**src/rtl/cost_table_arbiter.sv**
```systemverilog
// cost_table_arbiter: 64 x 7 cost table with a load port and two read
// requesters. Reads are arbitrated round-robin. A requester can lock the
// table for a burst of up to 8 reads. Grants are combinational, and read
// data is registered one cycle after the grant.
module cost_table_arbiter (
  input  logic       CLK,
  input  logic       RST,
  input  logic       LD_EN,
  input  logic [5:0] LD_ADDR,
  input  logic [6:0] LD_DATA,
  input  logic       REQ0,
  input  logic       REQ1,
  input  logic       LOCK0,
  input  logic       LOCK1,
  input  logic [2:0] W0,
  input  logic [2:0] J0,
  input  logic [2:0] W1,
  input  logic [2:0] J1,
  output logic       GNT0,
  output logic       GNT1,
  output logic       RVAL0,
  output logic       RVAL1,
  output logic [6:0] COST0,
  output logic [6:0] COST1,
  output logic [1:0] OWNER
);

  typedef enum logic [1:0] {
    IDLE = 2'd0,
    OWN0 = 2'd1,
    OWN1 = 2'd2
  } state_t;

  state_t     state_q;
  logic       last_q;      // last granted requester; reset to 1 so requester 0 wins first
  logic [2:0] lock_cnt_q;  // grants issued so far in the current burst
  logic       gnt0;
  logic       gnt1;
  logic [6:0] table_q [64];

  // Grant decode. No grant is issued in a reset or load cycle.
  always_comb begin
    // NOTE: every output of a combinational block gets a default first, so no path can infer a latch.
    gnt0 = 1'b0;
    gnt1 = 1'b0;
    if (!RST && !LD_EN) begin
      case (state_q)
        IDLE: begin
          if (REQ0 && REQ1) begin
            gnt0 = last_q;
            gnt1 = !last_q;
          end else begin
            gnt0 = REQ0;
            gnt1 = REQ1;
          end
        end
        OWN0:    gnt0 = REQ0;
        OWN1:    gnt1 = REQ1;
        default: ;
      endcase
    end
  end

  assign GNT0  = gnt0;
  assign GNT1  = gnt1;
  assign OWNER = state_q;

  // Ownership FSM. It tracks the lock burst and the round-robin pointer.
  // A burst releases on its 8th grant, or on a grant whose LOCK is low.
  always_ff @(posedge CLK) begin
    // NOTE: sequential state uses non-blocking assignments, so every register samples pre-edge values.
    if (RST) begin
      state_q    <= IDLE;
      last_q     <= 1'b1;
      lock_cnt_q <= 3'd0;
    end else begin
      case (state_q)
        IDLE: begin
          if (gnt0) begin
            last_q <= 1'b0;
            if (LOCK0) begin
              state_q    <= OWN0;
              lock_cnt_q <= 3'd1;
            end
          end else if (gnt1) begin
            last_q <= 1'b1;
            if (LOCK1) begin
              state_q    <= OWN1;
              lock_cnt_q <= 3'd1;
            end
          end
        end
        OWN0: begin
          if (gnt0) begin
            last_q <= 1'b0;
            if (lock_cnt_q == 3'd7 || !LOCK0) begin
              state_q    <= IDLE;
              lock_cnt_q <= 3'd0;
            end else begin
              lock_cnt_q <= lock_cnt_q + 3'd1;
            end
          end
        end
        OWN1: begin
          if (gnt1) begin
            last_q <= 1'b1;
            if (lock_cnt_q == 3'd7 || !LOCK1) begin
              state_q    <= IDLE;
              lock_cnt_q <= 3'd0;
            end else begin
              lock_cnt_q <= lock_cnt_q + 3'd1;
            end
          end
        end
        default: begin
          state_q    <= IDLE;
          lock_cnt_q <= 3'd0;
        end
      endcase
    end
  end

  // Cost table storage. It is written by the load port and cleared by reset.
  always_ff @(posedge CLK) begin
    if (RST) begin
      // NOTE: this table is register-based because reset must clear every entry; a RAM macro could not do that.
      table_q <= '{default: 7'd0};
    end else if (LD_EN) begin
      table_q[LD_ADDR] <= LD_DATA;
    end
  end

  // Registered read port. COSTx holds its last value between grants.
  always_ff @(posedge CLK) begin
    if (RST) begin
      RVAL0 <= 1'b0;
      RVAL1 <= 1'b0;
      COST0 <= 7'd0;
      COST1 <= 7'd0;
    end else begin
      RVAL0 <= gnt0;
      RVAL1 <= gnt1;
      if (gnt0) COST0 <= table_q[{W0, J0}];
      if (gnt1) COST1 <= table_q[{W1, J1}];
    end
  end

endmodule

```
**config.mk**
```make
export PLATFORM = sky130hd
export DESIGN_NAME = cost_table_arbiter
export DESIGN_NICKNAME = d
export VERILOG_FILES = /design/src/rtl/cost_table_arbiter.sv
export SDC_FILE = /design/constraint.sdc
export NUM_CORES = 1
export LEC_CHECK = 0
export CAP_MARGIN = 20
export CORE_ASPECT_RATIO = 0.5
export CORE_UTILIZATION = 40
export CTS_CLUSTER_DIAMETER = 50
export DETAILED_ROUTE_END_ITERATION = 8
export HOLD_SLACK_MARGIN = 0.08
export PLACE_DENSITY_LB_ADDON = 0.1
export SYNTH_ARGS = -nofsm -noshare
export SYNTH_HDL_FRONTEND = slang
export SYNTH_SLANG_ARGS = --single-unit
```
**constraint.sdc**
```tcl
create_clock -name CLK -period 2.6 [get_ports CLK]
set_input_delay 0.26 -clock CLK [delete_from_list [all_inputs] [get_ports CLK]]
set_output_delay 0.26 -clock CLK [all_outputs]
set_load 0.02 [all_outputs]
```
======== Word-level counts from Yosys, hierarchy flattened ========
Cells that the tools add are included.
cells by class
  bitwise logic cells ..................... 3
  multiplexer cells ....................... 37
  add/subtract/negate cells ............... 1
  equal/unequal tests ..................... 10
  order comparisons ....................... 4
  reductions and logical operators ........ 15
operators with widths
  operator               number
  $bwmux W448            1
  $bmux W7 S6            2
  $demux W7 S6           1
  $mux W7                5
  $mux W3                8
  $ge A7 B7 Y1 const B   3
  $not A6 Y7             3
  $mux W2                8
  $ne A3 B3 Y1 const B   3
  $pmux W3 S3            1
  $ne A2 B2 Y1 const B   4
  $lt A7 B1 Y1 const B   1
  $mux W1                7
  $reduce_and A7 Y1      1
  $pmux W2 S3            1
  $logic_not A1 Y1       5
  $reduce_and A5 Y1      1
  $pmux W1 S2            2
  $add A3 B1 Y3 const B  1
  $eq A3 B3 Y1 const B   1
  $logic_and A1 B1 Y1    3
  $pmux W1 S3            1
  $reduce_bool A3 Y1     1
  $eq A2 B1 Y1 const B   1
  other kinds (4)        5
storage, ports and cells
  logic and storage cells ................. 141
  input port bits ......................... 32
  register bits ........................... 470

======== Logic depth before layout (Yosys ltp) ========
  depth in word-level cells ............... 7
  gate-level depth with buffers ........... 11
  mapped depth without buffers ............ 9

======== Worst setup path after synthesis ========
Ideal clock, no wire load.
  kind .................................... register to register
  start point ............................. register state_q[0], in the netlist OWNER[0]
  end point ............................... register lock_cnt_q[1]
  path slack .............................. 0.372 ns
  period minus slack after synthesis ...... 2.228 ns
  buffers on the path ..................... 1
  data arrival time ....................... 2.112 ns
  cell stages (with the launch flop) ...... 11
  cells stage by stage .................... dfxtp_1 inv_1 ha_1 a21boi_1 o21ai_1 inv_1 buf_2 nand2_1 a32oi_1 and3_1 a31o_1
on the way
  cells in the longest elaborated chain, start to end .. 5
ends and longest elaborated chain
  element                                                        RTL line  source
  start: declaration                                             34        state_t state_q;
  start signal: assignment                                       73        state_q <= IDLE;
  start signal: assignment                                       82        state_q <= OWN0;
  start signal: assignment                                       88        state_q <= OWN1;
  $eq A2 B2 Y1 or $logic_not A2 Y1 (tied branches)               47        case (state_q)
  $pmux W1 S2 (*)                                                47
  $mux W1 (*)                                                    46        if (!RST && !LD_EN) begin
  net GNT1                                                       20        output logic GNT1,
  $ne A3 B3 Y1 (no source line) or $ne A2 B2 Y1 (tied branches)  -
  $reduce_and A5 Y1 (no source line) (*)                         -
  end signal: assignment                                         100       lock_cnt_q <= lock_cnt_q + 3'd1;
  end signal: assignment                                         111       lock_cnt_q <= lock_cnt_q + 3'd1;
  end: declaration                                               36        logic [2:0] lock_cnt_q;
The timed path passes the listed nets; every way through them passes the cells marked *.
A chain may end at the register's enable or synchronous reset.

======== Worst setup path in the final report ========
  start point ............................. register state_q[0], in the netlist OWNER[0]
  end point ............................... output port GNT1
on the way
  cells in the longest elaborated chain, start to end .. 3
ends and longest elaborated chain
  element                                           RTL line
  $eq A2 B2 Y1 or $logic_not A2 Y1 (tied branches)  47
  $pmux W1 S2 (*)                                   47
  $mux W1 (*)                                       46
  end: declaration                                  20
Mark *: on every way between the ends. The rest lies on a longest branch, timed or not.

==> results.cfg <==
[power_and_ir_drop]
p_leak_nw = 10.0
p_switching_mw = 4.43
comb_power_share_pct = 12.2
clkPwrFrac_pct = 42.8
p_per_area_nw_per_um2 = 570
peakVddDrop_uv = 406
p_int_mw = 11.9
seqPwrFrac_pct = 44.9
switching_share_pct = 27.2

[global_route]
grt_pass1_vias = 19800
grt_use_met2_pct = 42.8
track_usage_pct = 29.6
grtUsageMet1_pct = 45.7
gr-total-overflow = 0
use_met3_pct = 4.97
busiest_layer = met1
antenna_found_initial = 2
grt_first_pass_wirelength_mm = 138
grt_max_degree = 192

[routing]
drtIter0Drc = 2648
drtPass1Iterations = 5
detail-route-antenna-nets = 0
wire_per_inst_um = 26.8
routed_via_density = 6.16
drt_wl_total_mm = 94.3
drc_errors = 0
num_vias = 21700

[sta]
setup_viol = 0
slew_viol_final = 0
slew_headroom_pct = 20.4
fmax_mhz = 418
finalSetupTns_ns = 0
worst_hold_slack_ns = 0.104
worst_pin_slew_ns = 1.19
fin_skew_ns = 0.0190
hold_viol = 0
rsz0062_at_grt = no
period_share_pct = 92.0
fin_crit_ns = 2.39
fin_ws_ns = 0.209

[worst_setup_path]
arrival_ns = 2.13
criticalPathCategory = flop to primary output
worstSetupEndpointType = primary output
critPathMostFrequentCell = inv_1
cp.buffers_inverters = 3
cp_cell_sequence = inv_1, ha_2, a21boi_1, o21ai_1, inv_1, dlygate4sd2_1
cp.required_ns = 2.34
cpLargestDelayFamily = buffers and inverters
crit_path_start_kind = flop
critPathSlowestCell = dlygate4sd2_1
path_max_fanout = 7
slowest_delay_ns = 0.37

[place]
port_buffers = 51
place_ws_ns = -0.00318
hpwl_mm = 65.5
gp_congestion = 0.926

[finish]
final_common_cell = dfxtp_1
num_antenna_cells = 0
fin_nets = 2718
layout-drive-gt1-share_pct = 18.1
final_cell_mix = 470 x dfxtp_1, 384 x mux2i_1, 340 x nand2_1
fillers = 5658
area_growth_pct = 16.3

[clock_network]
cts-htree-levels = 2
numCtsBuffers = 48
holdBufCountCts = 0
path_clk_slew_ns = 0.07
clk_latency_ns = 0.59
cts_buffer_depth = 3
cts.sinks = 470
cts_tree = yes
clockRootBuffer = clkbuf_16

[synthesis]
synth_area_leaders = dfxtp_1 38%, mux2i_1 16%, mux4_2 14%
synth_cell_types = 55
synthArstFlopShare_pct = 0
synth_warnings = 0
netlist_area_um2 = 24600
synth_top_area_share_pct = 38.2
synth_nets = 2677
synthCells = 2638
ys_seq_area_share_pct = 38.2
avgSynthCellArea_um2 = 9.33
synth_ff_type = dfxtp_1
synth_seq_cells = 470
synth-edff-count = 0
yosysTopAreaCell = dfxtp_1

[status]
status = finished clean

[floorplan]
ios = 52
num_rows = 63
die_w_um = 353
core_area_um2 = 60000
die-height_um = 177
die_area_um2 = 62600
initial_core_util_pct = 41.0

[flow_run]
cap_violations = 0

[hold_path]
hp-class = input port to flop
tightest hold or removal path: stages:
cell,delay [ns]
buf_8,0.11
nor3b_2,0.07
nand2_1,0.12
inv_1,0.07
Yosys cell counts (all sizes together) (13+ instances only):
| cell type | count |
|---|---|
| a221oi | 13 |
| mux4 | 155 |
| mux2i | 384 |
| nand3 | 251 |
| a21oi | 243 |
| o22ai | 35 |
| dfxtp | 470 |
| nor2 | 264 |
| clkbuf | 178 |
| nand2 | 340 |
| buf | 76 |
| o21ai | 13 |
| nor2b | 20 |
| a22oi | 82 |
power groups by stage:
stage | clock network [mW] | registers (mW) | logic (mW)
2_1_floorplan | 0 | 7.50 | 1.12
3_3_place_gp | 0 | 7.49 | 1.96
3_5_place_dp | 0 | 7.49 | 1.95
4_1_cts | 7.08 | 7.33 | 1.96
5_1_grt | 7.39 | 7.33 | 2.08
6_report | 6.98 | 7.33 | 2.00
layer usage:
layer	share of wire, %	vias to the layer above
met1	48	10900
met5	0	-
li1	-	9639
met2	42	1019
met3	8.9	123
met4	1.9	0
sequential cells by signal, indices dropped and copies added (netlist names):
register and flops:
lock_cnt_q 3, last_q 1, COST0 7, RVAL0 1, COST1 7, table_q 448, RVAL1 1, OWNER 2
logic make-up after synthesis:
logic type	count (synthesis)	share of synthesized area (%)
DFF	470	38.2
muxes	544	30.0
and+or+nand+nor	935	16.7
AOI/OAI and AO/OA	420	10.2
buffers and inverters	262	4.47
adders and majority gates	7	0.356
repair_timing:
action,4_1_cts,5_1_grt
resized for setup,2,2
endpoints found under the setup margin,2,2
setup buffers,0,0
final cells by class:
| type | count | area (µm²) | area share (%) |
|---|---|---|---|
| repair buffers | 245 | 2490 | 8.71 |
| inverters | 8 | 30.0 | 0.105 |
| clock buffers | 64 | 1370 | 4.79 |
| well taps | 812 | 1020 | 3.55 |
| multi-input cells | 1906 | 14200 | 49.5 |
| flip-flops and latches | 470 | 9410 | 32.9 |
| clock inverters | 15 | 144 | 0.503 |
path summary, 6_finish.rpt:
path                                                start                         to  slack, ns  cells past startpoint
worst max-delay path                OWNER[0]$_SDFFE_PP0P_                       GNT1       0.21                      6
worst min-delay path                                  RST           RVAL0$_SDFF_PP0_       0.10                      4
worst max register to register      OWNER[0]$_SDFFE_PP0P_      COST1[1]$_SDFFE_PP0P_       0.24                     10
worst min register to register  table_q[109]$_SDFFE_PP0P_  table_q[109]$_SDFFE_PP0P_       0.47                      2
through the flow:
| stage | utilization (%) | cells | cell area (µm²) | power, mW |
|---|---|---|---|---|
| after floorplan | - | 2638 | 24600 | 8.62 |
| after global placement | 45.2 | 3441 | 27100 | 9.45 |
| after detailed placement | 45.2 | 3441 | 27100 | 9.45 |
| after CTS | 47.7 | 3520 | 28600 | 16.4 |
| after global routing | 47.7 | 3520 | 28600 | 16.8 |
| final | 47.7 | 3520 | 28600 | 16.3 |
Note: power is estimated with default switching activity, not from simulation.
